**src/rtl/addsub_arbiter_pkg.sv**
```systemverilog
// addsub_arbiter_pkg: state encoding, saturation limits and exact-range helpers for the shared adder
package addsub_arbiter_pkg;
  localparam int DW = 16;
  localparam logic [1:0] IDLE = 2'b00;
  localparam logic [1:0] EXEC = 2'b01;
  localparam logic [1:0] RESP = 2'b10;
  localparam logic [DW-1:0] SAT_POS = 16'h7FFF;
  localparam logic [DW-1:0] SAT_NEG = 16'h8000;
  function automatic logic [DW:0] exact(input logic [DW-1:0] a, input logic [DW-1:0] b, input logic sub);
    return sub ? {a[DW-1], a} - {b[DW-1], b} : {a[DW-1], a} + {b[DW-1], b};
  endfunction
  function automatic logic ovf(input logic [DW:0] e);
    return e[DW] ^ e[DW-1];
  endfunction
endpackage

```
**src/rtl/addsub_16bit.sv**
```systemverilog
// addsub_16bit: saturating signed 16-bit add/subtract
module addsub_16bit import addsub_arbiter_pkg::*; (
  input  logic [DW-1:0] A,
  input  logic [DW-1:0] B,
  input  logic          sub,
  output logic [DW-1:0] SUM
);
  logic [DW:0] e;
  always_comb begin
    e = exact(A, B, sub);
    SUM = ovf(e) ? (e[DW] ? SAT_NEG : SAT_POS) : e[DW-1:0];
  end
endmodule

```
**src/rtl/addsub_arbiter.sv**
```systemverilog
// addsub_arbiter: round-robin sharing of one saturating adder/subtractor among NUM_REQ requesters
module addsub_arbiter import addsub_arbiter_pkg::*; #(
  parameter int NUM_REQ = 2,
  parameter int GW = 2
) (
  input  logic                  clk,
  input  logic                  rst_n,
  input  logic [NUM_REQ-1:0]    req_valid,
  output logic [NUM_REQ-1:0]    req_ready,
  input  logic [DW*NUM_REQ-1:0] req_a,
  input  logic [DW*NUM_REQ-1:0] req_b,
  input  logic [NUM_REQ-1:0]    req_sub,
  output logic [NUM_REQ-1:0]    resp_valid,
  input  logic [NUM_REQ-1:0]    resp_ready,
  output logic [DW-1:0]         resp_data,
  output logic                  resp_sat,
  output logic                  busy
);
  logic [1:0] state;
  logic [GW-1:0] rr_ptr, grant, pick;
  logic hit, sub_r;
  logic [DW-1:0] a_r, b_r, sum;
  // closest valid requester at or after p, wrapping modulo NUM_REQ
  function automatic logic [GW:0] rr_pick(input logic [NUM_REQ-1:0] v, input logic [GW-1:0] p);
    logic [GW:0] r;
    int best, d;
    r = '0;
    best = NUM_REQ;
    for (int j = 0; j < NUM_REQ; j++) begin
      d = (j + NUM_REQ - int'(p)) % NUM_REQ;
      if (v[j] && d < best) begin
        best = d;
        r = {1'b1, GW'(j)};
      end
    end
    return r;
  endfunction
  assign {hit, pick} = rr_pick(req_valid, rr_ptr);
  assign req_ready = (rst_n && state == IDLE && hit) ? NUM_REQ'(1) << pick : '0;
  assign resp_valid = (state == RESP) ? NUM_REQ'(1) << grant : '0;
  assign busy = state != IDLE;
  addsub_16bit u_addsub (.A(a_r), .B(b_r), .sub(sub_r), .SUM(sum));
  always_ff @(posedge clk or negedge rst_n) begin
    if (!rst_n) begin
      state <= IDLE;
      rr_ptr <= '0;
      grant <= '0;
      a_r <= '0;
      b_r <= '0;
      sub_r <= 1'b0;
      resp_data <= '0;
      resp_sat <= 1'b0;
    end else begin
      case (state)
        IDLE: if (hit) begin
          a_r <= req_a[pick*DW +: DW];
          b_r <= req_b[pick*DW +: DW];
          sub_r <= |(req_sub & req_ready);
          grant <= pick;
          rr_ptr <= GW'((int'(pick) + 1) % NUM_REQ);
          state <= EXEC;
        end
        EXEC: begin
          resp_data <= sum;
          resp_sat <= ovf(exact(a_r, b_r, sub_r));
          state <= RESP;
        end
        RESP: if (|(resp_ready & resp_valid)) state <= IDLE;
        default: state <= IDLE;
      endcase
    end
  end
endmodule

```
**config.mk**
```make
export PLATFORM = sky130hd
export DESIGN_NAME = addsub_arbiter
export DESIGN_NICKNAME = d
export VERILOG_FILES = /design/src/rtl/addsub_arbiter_pkg.sv /design/src/rtl/addsub_16bit.sv /design/src/rtl/addsub_arbiter.sv
export SDC_FILE = /design/constraint.sdc
export NUM_CORES = 1
export LEC_CHECK = 0
export ABC_AREA = 1
export BUFFER_PORTS_ARGS = -buffer_cell sky130_fd_sc_hd__buf_2
export CAP_MARGIN = 20
export CORE_ASPECT_RATIO = 1.75
export CORE_UTILIZATION = 35
export CTS_BUF_LIST = sky130_fd_sc_hd__clkbuf_8
export DETAILED_ROUTE_END_ITERATION = 16
export PLACE_DENSITY_LB_ADDON = 0.05
export REMOVE_ABC_BUFFERS = 1
export SYNTH_ARGS = -nofsm -noshare
export SYNTH_HDL_FRONTEND = slang
export SYNTH_SLANG_ARGS = --single-unit
```
**constraint.sdc**
```tcl
create_clock -name clk -period 7.67 [get_ports clk]
set_input_delay 1.1505 -clock clk [delete_from_list [all_inputs] [get_ports clk]]
set_output_delay 1.1505 -clock clk [all_outputs]
set_load 0.05 [all_outputs]
```
==> flow_metrics.env, run 1 <==
export IMPL_status="finished clean"
export IMPL_slowest_stage="a21oi_1"
export IMPL_min_period_over_period_pct=47.2
export IMPL_vias=3153
export IMPL_io_buffers=93
export IMPL_yosysTopAreaCellShare_pct=38.1
export IMPL_grt_start_max_net_pins=57
export IMPL_cts_sinks=54
export IMPL_hold_violations=0
export IMPL_synth_cells=464
export IMPL_ys_ff_latch=54
export IMPL_drt_initial_drc_count=97
export IMPL_h_tree_depth=2
export IMPL_nFillCells=1079
export IMPL_worstPathCellList="buf_2 -> inv_1 -> o21ai_1 -> a21oi_1 -> nand2_1 -> inv_1 -> nand2_1 -> inv_1 -> buf_2"
export IMPL_grt_pass1_wl_mm=14.3
export IMPL_cp_max_fo=6
export IMPL_setup_viol=0
export IMPL_ctsResizeCount=0
export IMPL_synth_distinct_cells=34
export IMPL_synth_area_leader_cell="dfrtp_1"
export IMPL_fin_crit_ps=3620
export IMPL_finalMaxSlewViolations=0
export IMPL_wl_met2_mm=4.72
export IMPL_routed_wl_mm=8.71
export IMPL_post_cts_buffers=0
export IMPL_maxCapViolations=0
export IMPL_path_common_cell="inv_1"
export IMPL_ys_flop_type="dfrtp_1"
export IMPL_place_detailed_hpwl_mm=6.76
export IMPL_critical_path_required_ps=6520
export IMPL_first_pass_iters=4
export IMPL_finClkSkew_ps=6.39
export IMPL_fin_hold_ws_ps=501
export IMPL_finalSetupTns_ps=0
export IMPL_antenna_cells=0
export IMPL_synthTopCellsByCount="nand2_1, dfrtp_1, inv_1"
export IMPL_m1WireLength_mm=3.61
export IMPL_drive_above_1_share_pct=25.0
export IMPL_worst_setup_path_end_kind="output pin"
export IMPL_core_area_um2=9850
export IMPL_numCtsBuffers=5
export IMPL_syn_cell_area_um2=3550
export IMPL_synthMostInstantiatedCell="nand2_1"
export IMPL_clkSlewWorstSetupHoldPaths_ps=100
export IMPL_postRouteAntennaNets=0
export IMPL_path_buf_inv=5
export IMPL_rsz0062_at_grt="false"
export IMPL_pin_count=94
export IMPL_min_path_type="flip-flop to flip-flop"
export IMPL_die_area_um2=10600
export IMPL_die_w_um=78.1
export IMPL_drc_errors=0
export IMPL_max_freq_ghz=0.277
export IMPL_wl_met3_um=252
export IMPL_gp_congestion=0.835
export IMPL_timing_worst_setup_path_type="input port to output pin"
export IMPL_routed_via_density=4.62
export IMPL_clkLatencyLatePin_ps=330
export IMPL_synth_edff_count=0
export IMPL_cp_top_family="buffers and inverters"
export IMPL_die_h_um=135
export IMPL_routed_top_layer="met4"
export IMPL_worst_pin_slew_ps=848
export IMPL_syn_avg_cell_area_um2=7.65
export IMPL_grt_usage_pct=17.4
export IMPL_antenna_found_initial=0
export IMPL_seq_area_frac_synth_pct=38.1
export IMPL_relSlewSlack_pct=43.4
export IMPL_placed_cells=673
export IMPL_area_delta_synth_final_pct=20.7
export IMPL_cpPeakStageDelay_ps=270
export IMPL_nets=646
export IMPL_start_kind="input port"
export IMPL_async_flop_share_pct=100
export IMPL_critPathArrivalTime_ps=2470
export IMPL_final_cells=682
export IMPL_cts_root_buf="clkbuf_8"
export IMPL_ys_warnings_count=0
export IMPL_rows=48
export IMPL_grt_ovfl_total=0
export IMPL_holdBufCountCts=0
export IMPL_start_util_pct=36.0
export IMPL_grt_pass1_vias=3070
export IMPL_clk_path_buf_depth=2
export IMPL_wl_per_cell_um=12.8
export IMPL_cts_tree="done"
export IMPL_synth_area_leaders="dfrtp_1, nand2_1, a22oi_1"
## layout make-up
class	count	area (um^2)	share of cell area, %
multi-input cells	348	1960	45.7
flip-flops and latches	54	1350	31.6
repair buffers	96	508	11.9
inverters	51	199	4.65
well taps	125	156	3.65
clock buffers	5	68.8	1.61
clock inverters	3	43.8	1.02
## metal layers
layer / track usage [%] / up-vias
li1: - / 1684
met2: 33.4 / 66
met1: 19.3 / 1397
met5: 0 / -
met4: 5.86 / 0
met3: 2.49 / 6
## worst paths after layout
path,cells after the start,slack [ps],to,startpoint
worst max-delay path,9,4050,req_ready[0],req_valid[0]
worst min-delay path,2,500,rr_ptr[0],rr_ptr[0]
worst max register to register,18,4380,resp_data[10],sub_r
worst min register to register,2,500,rr_ptr[0],rr_ptr[0]
max in group asynchronous,2,6250,a_r[13],rst_n
min in group asynchronous,2,950,state[1],rst_n
## state kept, by name (all words and copies together) (netlist names)
signal	count
state	2
a_r	16
resp_data	16
b_r	16
resp_sat	1
sub_r	1
rr_ptr	1
grant	1
## cell families (layout without fill, tap and decap cells)
logic type	after synthesis	in the layout	synth area share [%]
compound gates	81	81	15.6
xor+xnor	27	27	6.66
fa+ha+maj	18	18	6.56
buf+inv	62	155	6.88
flops	54	54	38.1
simple gates	222	222	26.2
## tightest hold or removal path: stages (launching register included)
cell and delay [ps]:
dfrtp_1 370, nand2_1 60, nand2_1 50
## cell usage in the layout (no fill, tap or decap), drive strengths merged
master	Yosys	final
buf	3	96
a211oi	1	1
nor3	2	2
a21o	1	1
dfrtp	54	54
a31oi	3	3
o21ai	17	17
xnor2	10	10
a22o	1	1
nand2	167	167
nor2	39	39
a22oi	32	32
bufinv	0	1
nand4	1	1
clkinv	0	1
nand3	10	10
and3	2	2
nor4	1	1
inv	51	52
xor2	17	17
fa	1	1
ha	17	17
a21oi	25	25
o21bai	1	1
clkbuf	8	5
## per-stage QoR
stage / setup WS [ps] / area (um^2) / util (%)
6_report: 4050 / 4280 / 43.5
3_3_place_gp: 3520 / 4140 / 42.1
5_1_grt: 3820 / 4280 / 43.5
4_1_cts: 3470 / 4260 / 43.2
2_1_floorplan: 3330 / 3500 / -
3_5_place_dp: 3470 / 4140 / 42.1
Power of run 1 is not shown: default switching activity piles up to over one toggle a cycle in this logic, so the estimate is an artifact.
==> run 2: changes to the inputs <==
Clock period 7.67 ns to 3.05 ns, I/O delays scaled along.
==> flow_metrics.env, run 2 (same netlist as run 1, synthesis figures left out) <==
export IMPL_antenna_found_initial=0
export IMPL_placed_cells=681
export IMPL_cts_sinks=54
export IMPL_grt_pass1_wl_mm=15.0
export IMPL_relSlewSlack_pct=53.2
export IMPL_core_area_um2=9850
export IMPL_status="finished clean"
export IMPL_fin_crit_ps=2870
export IMPL_finalSetupTns_ps=0
export IMPL_regArea_um2=1350
export IMPL_die_h_um=135
export IMPL_top_regs="a_r: 16 flops, b_r: 16 flops, resp_data: 16 flops"
export IMPL_timing_critical_path_from="b_r[0]"
export IMPL_rows=48
export IMPL_reg2reg_from="b_r[0]"
export IMPL_postRouteAntennaNets=0
export IMPL_critical_path_required_ps=3310
export IMPL_place_detailed_hpwl_mm=7.12
export IMPL_drc_errors=0
export IMPL_pin_count=94
export IMPL_max_freq_ghz=0.348
export IMPL_preCtsSetupSlack_ps=-14.2
export IMPL_start_util_pct=36.0
export IMPL_maxCapViolations=0
export IMPL_worst_slack_ps=175
export IMPL_cp_max_fo=6
export IMPL_h_tree_depth=2
export IMPL_cts_tree="done"
export IMPL_die_w_um=78.1
export IMPL_worst_setup_path_end_kind="flip-flop"
export IMPL_hold_violations=0
export IMPL_drive_above_1_share_pct=31.5
export IMPL_nets=666
export IMPL_gp_congestion=0.786
export IMPL_m1WireLength_mm=3.81
export IMPL_timing_worst_setup_path_type="flip-flop to flip-flop"
export IMPL_rsz0062_at_grt="true"
export IMPL_die_area_um2=10600
export IMPL_wl_per_cell_um=13.1
export IMPL_area_delta_synth_final_pct=27.7
export IMPL_numCtsBuffers=5
export IMPL_routed_via_density=4.69
export IMPL_multi_input_area_um2=2080
export IMPL_clk_path_buf_depth=2
export IMPL_first_pass_iters=4
export IMPL_final_cell_mix="nand2_1, buf_2, dfrtp_1"
export IMPL_routed_wl_mm=9.19
export IMPL_critPathArrivalTime_ps=3140
export IMPL_min_path_type="input port to asynchronous set/reset pin"
export IMPL_antenna_cells=0
export IMPL_grt_pass1_vias=3175
export IMPL_cts_root_buf="clkbuf_8"
export IMPL_vias=3293
export IMPL_io_buffers=93
export IMPL_final_common_cell="nand2_1"
export IMPL_routed_top_layer="met4"
export IMPL_worst_pin_slew_ps=702
export IMPL_clkLatencyLatePin_ps=330
export IMPL_start_kind="flip-flop"
export IMPL_finalMaxSlewViolations=0
export IMPL_wl_met3_um=263
export IMPL_final_cells=702
export IMPL_grt_start_max_net_pins=55
export IMPL_grt_usage_pct=18.2
export IMPL_nFillCells=1053
export IMPL_setup_viol=0
export IMPL_drt_initial_drc_count=137
export IMPL_grt_ovfl_total=0
export IMPL_holdBufCountCts=0
export IMPL_finClkSkew_ps=7.52
export IMPL_wl_met2_mm=5.00
export IMPL_clkSlewWorstSetupHoldPaths_ps=100
export IMPL_min_period_over_period_pct=94.3
run 2: worst paths after layout:
kind / to / slack (ps) / depth (start not counted)
max: resp_data[13] / 180 / 20
min: state[1] / 290 / 2
max reg2reg: resp_data[13] / 180 / 20
min reg2reg: rr_ptr[0] / 490 / 2
max in group asynchronous: a_r[12] / 2280 / 2
min in group clk: b_r[7] / 320 / 3
run 2: per-stage QoR:
step	hold WS, ps	cell area, um^2	util (%)
3_3_place_gp	476	4200	42.7
5_1_grt	324	4530	46.0
3_5_place_dp	469	4200	42.7
6_report	292	4530	46.0
4_1_cts	311	4310	43.8
2_1_floorplan	162	3500	-
run 2: repair_timing:
item,CTS,global route
cloned,0,0
buffers inserted,0,13
hold endpoints to repair,0,0
pin swaps,1,36
resized for setup,2,34
setup endpoints to repair,15,17
run 2: worst max-delay path, cell delays in order, from the launching register on:
cell	delay, ps
dfrtp_1	440
inv_1	80
ha_2	180
nand2_2	60
nor2_4	130
nand2_4	70
o21ai_2	150
o21ai_1	90
xnor2_1	140
ha_1	350
nand2_2	100
nor2_4	110
and3_1	150
nand2_1	60
nand2_2	110
inv_2	50
nand2_4	100
nand2_4	90
a21oi_4	220
nand2_1	80
nand2_1	60
run 2: final cells by class:
cell class	count	share of cell area, %
multi-input combinational	348	45.9
clock inverter	1	0.193
tap	125	3.45
timing repair buffer	116	14.1
sequential	54	29.8
inverter	51	4.45
clock buffer	7	2.13
run 2: metal layers:
layer | GRT usage, % | vias up
met5 | 0 | -
met4 | 5.25 | 0
met3 | 2.63 | 7
met2 | 34.0 | 68
met1 | 21.2 | 1492
li1 | - | 1726
Power of run 2 is left out for the same reason.
==> run 3: changes to the inputs <==
Clock period 3.05 ns to 3.7 ns, I/O delays scaled along.
==> flow_metrics.env, run 3 (same netlist as run 1, synthesis figures left out) <==
export IMPL_status="finished clean"
export IMPL_place_detailed_hpwl_mm=7.29
export IMPL_finClkSkew_ps=7.67
export IMPL_post_cts_buffers=0
export IMPL_top_regs="a_r: 16 flops, b_r: 16 flops, resp_data: 16 flops"
export IMPL_reg2reg_from="b_r[2]"
export IMPL_final_common_cell="nand2_1"
export IMPL_grt_pass1_vias=3166
export IMPL_start_util_pct=36.0
export IMPL_fin_util_pct=43.1
export IMPL_min_path_type="input port to asynchronous set/reset pin"
export IMPL_slowest_stage="dfrtp_1"
export IMPL_antenna_cells=0
export IMPL_pin_count=94
export IMPL_cts_root_buf="clkbuf_8"
export IMPL_grt_ovfl_total=0
export IMPL_vias=3200
export IMPL_rsz0062_at_grt="false"
export IMPL_h_tree_depth=2
export IMPL_routed_via_density=4.69
export IMPL_drive_above_1_share_pct=24.9
export IMPL_core_area_um2=9850
export IMPL_clkSlewWorstSetupHoldPaths_ps=100
export IMPL_path_common_cell="nand2_1"
export IMPL_die_h_um=135
export IMPL_antenna_found_initial=0
export IMPL_maxCapViolations=0
export IMPL_timing_worst_setup_path_type="flip-flop to flip-flop"
export IMPL_grt_use_met1_pct=20.8
export IMPL_first_pass_iters=4
export IMPL_fin_crit_ps=3080
export IMPL_min_period_over_period_pct=83.3
export IMPL_ctsResizeCount=0
export IMPL_gp_congestion=0.831
export IMPL_critPathArrivalTime_ps=3290
export IMPL_clk_path_buf_depth=2
export IMPL_cts_tree="done"
export IMPL_finalSetupTns_ps=0
export IMPL_drc_errors=0
export IMPL_start_kind="flip-flop"
export IMPL_regArea_um2=1350
export IMPL_final_cell_mix="nand2_1, buf_2, dfrtp_1"
export IMPL_cpPeakStageDelay_ps=420
export IMPL_rows=48
export IMPL_nFillCells=1095
export IMPL_drt_initial_drc_count=111
export IMPL_area_delta_synth_final_pct=19.6
export IMPL_numCtsBuffers=5
export IMPL_grt_use_met2_pct=33.8
export IMPL_grt_use_met3_pct=2.36
export IMPL_setup_viol=0
export IMPL_io_buffers=93
export IMPL_postRouteAntennaNets=0
export IMPL_top_usage_layer="met2"
export IMPL_cp_max_fo=10
export IMPL_holdBufCountCts=0
export IMPL_grt_start_max_net_pins=35
export IMPL_die_area_um2=10600
export IMPL_max_freq_ghz=0.324
export IMPL_worst_pin_slew_ps=671
export IMPL_timing_critical_path_from="b_r[2]"
export IMPL_grt_usage_pct=18.2
export IMPL_grt_pass1_wl_mm=14.9
export IMPL_worstPathCellList="nor3_1 -> nand2_1 -> nand2_1 -> o21ai_0 -> nor2_1 -> nand2_1 -> xor2_1 -> inv_1 -> ha_1 -> nand2_2 -> nor2_2 -> and3_1 -> nand2_1 -> nand2_2 -> nand3_2 -> nand3_4 -> nand2_4 -> inv_8 -> a21oi_2"
export IMPL_die_w_um=78.1
export IMPL_routed_wl_mm=9.02
export IMPL_relSlewSlack_pct=55.2
export IMPL_cts_sinks=54
export IMPL_nets=648
export IMPL_multi_input_area_um2=1960
export IMPL_wl_per_cell_um=13.2
export IMPL_reg2reg_depth=19
export IMPL_critical_path_required_ps=3910
export IMPL_clkLatencyLatePin_ps=320
export IMPL_worst_setup_path_end_kind="flip-flop"
export IMPL_hold_violations=0
export IMPL_finalMaxSlewViolations=0
run 3: cell count changes in the layout (fill, tap and decap cells not counted), moves of 3 or more:
cell     before  now
ha_1         13   17
o21ai_0       5   10
o21ai_2       4    1
nand2_1     149  155
nor2_1       33   36
inv_1        43   46
a21oi_2      14   10
buf_4        23    5
a21oi_1      10   14
nand2_2      13    8
run 3: cell type report:
type / instances / area share (%)
Clock buffer: 5 / 1.62
Clock inverter: 2 / 0.265
Inverter: 51 / 4.69
Multi-Input combinational cell: 348 / 46.1
Sequential cell: 54 / 31.8
Tap cell: 125 / 3.68
Timing Repair Buffer: 98 / 11.8
run 3: worst max-delay path: cells and delay by family (launching register included):
family | cells | cell delay (ps)
and+or+nand+nor | 13 | 1670
xor gates and xnor gates | 1 | 140
adders and majority gates | 1 | 370
buffers and inverters | 2 | 170
AOI/OAI and AO/OA | 2 | 210
DFF | 1 | 420
run 3: metrics by stage:
step,cell area [um^2],hold WS (ps),setup WS [ps],cells
floorplan,3500,259,475,453
global placement,4170,455,598,676
detailed placement,4170,460,588,676
CTS,4250,271,555,683
global route,4250,293,244,683
finish,4250,260,617,683
run 3: per-layer routing:
layer,wire length (um),share of wire [%]
met5,0,0
met4,175,1.9
met3,243,2.7
met1,3750,42
met2,4850,54
run 3: worst paths after layout:
check	endpoint	slack, ps
setup / recovery	resp_data[10]	620
hold / removal	state[1]	260
setup reg to reg	resp_data[10]	620
hold reg to reg	rr_ptr[0]	480
max in group asynchronous	a_r[13]	2620
min in group clk	a_r[9]	430
Power of run 3 is left out for the same reason.
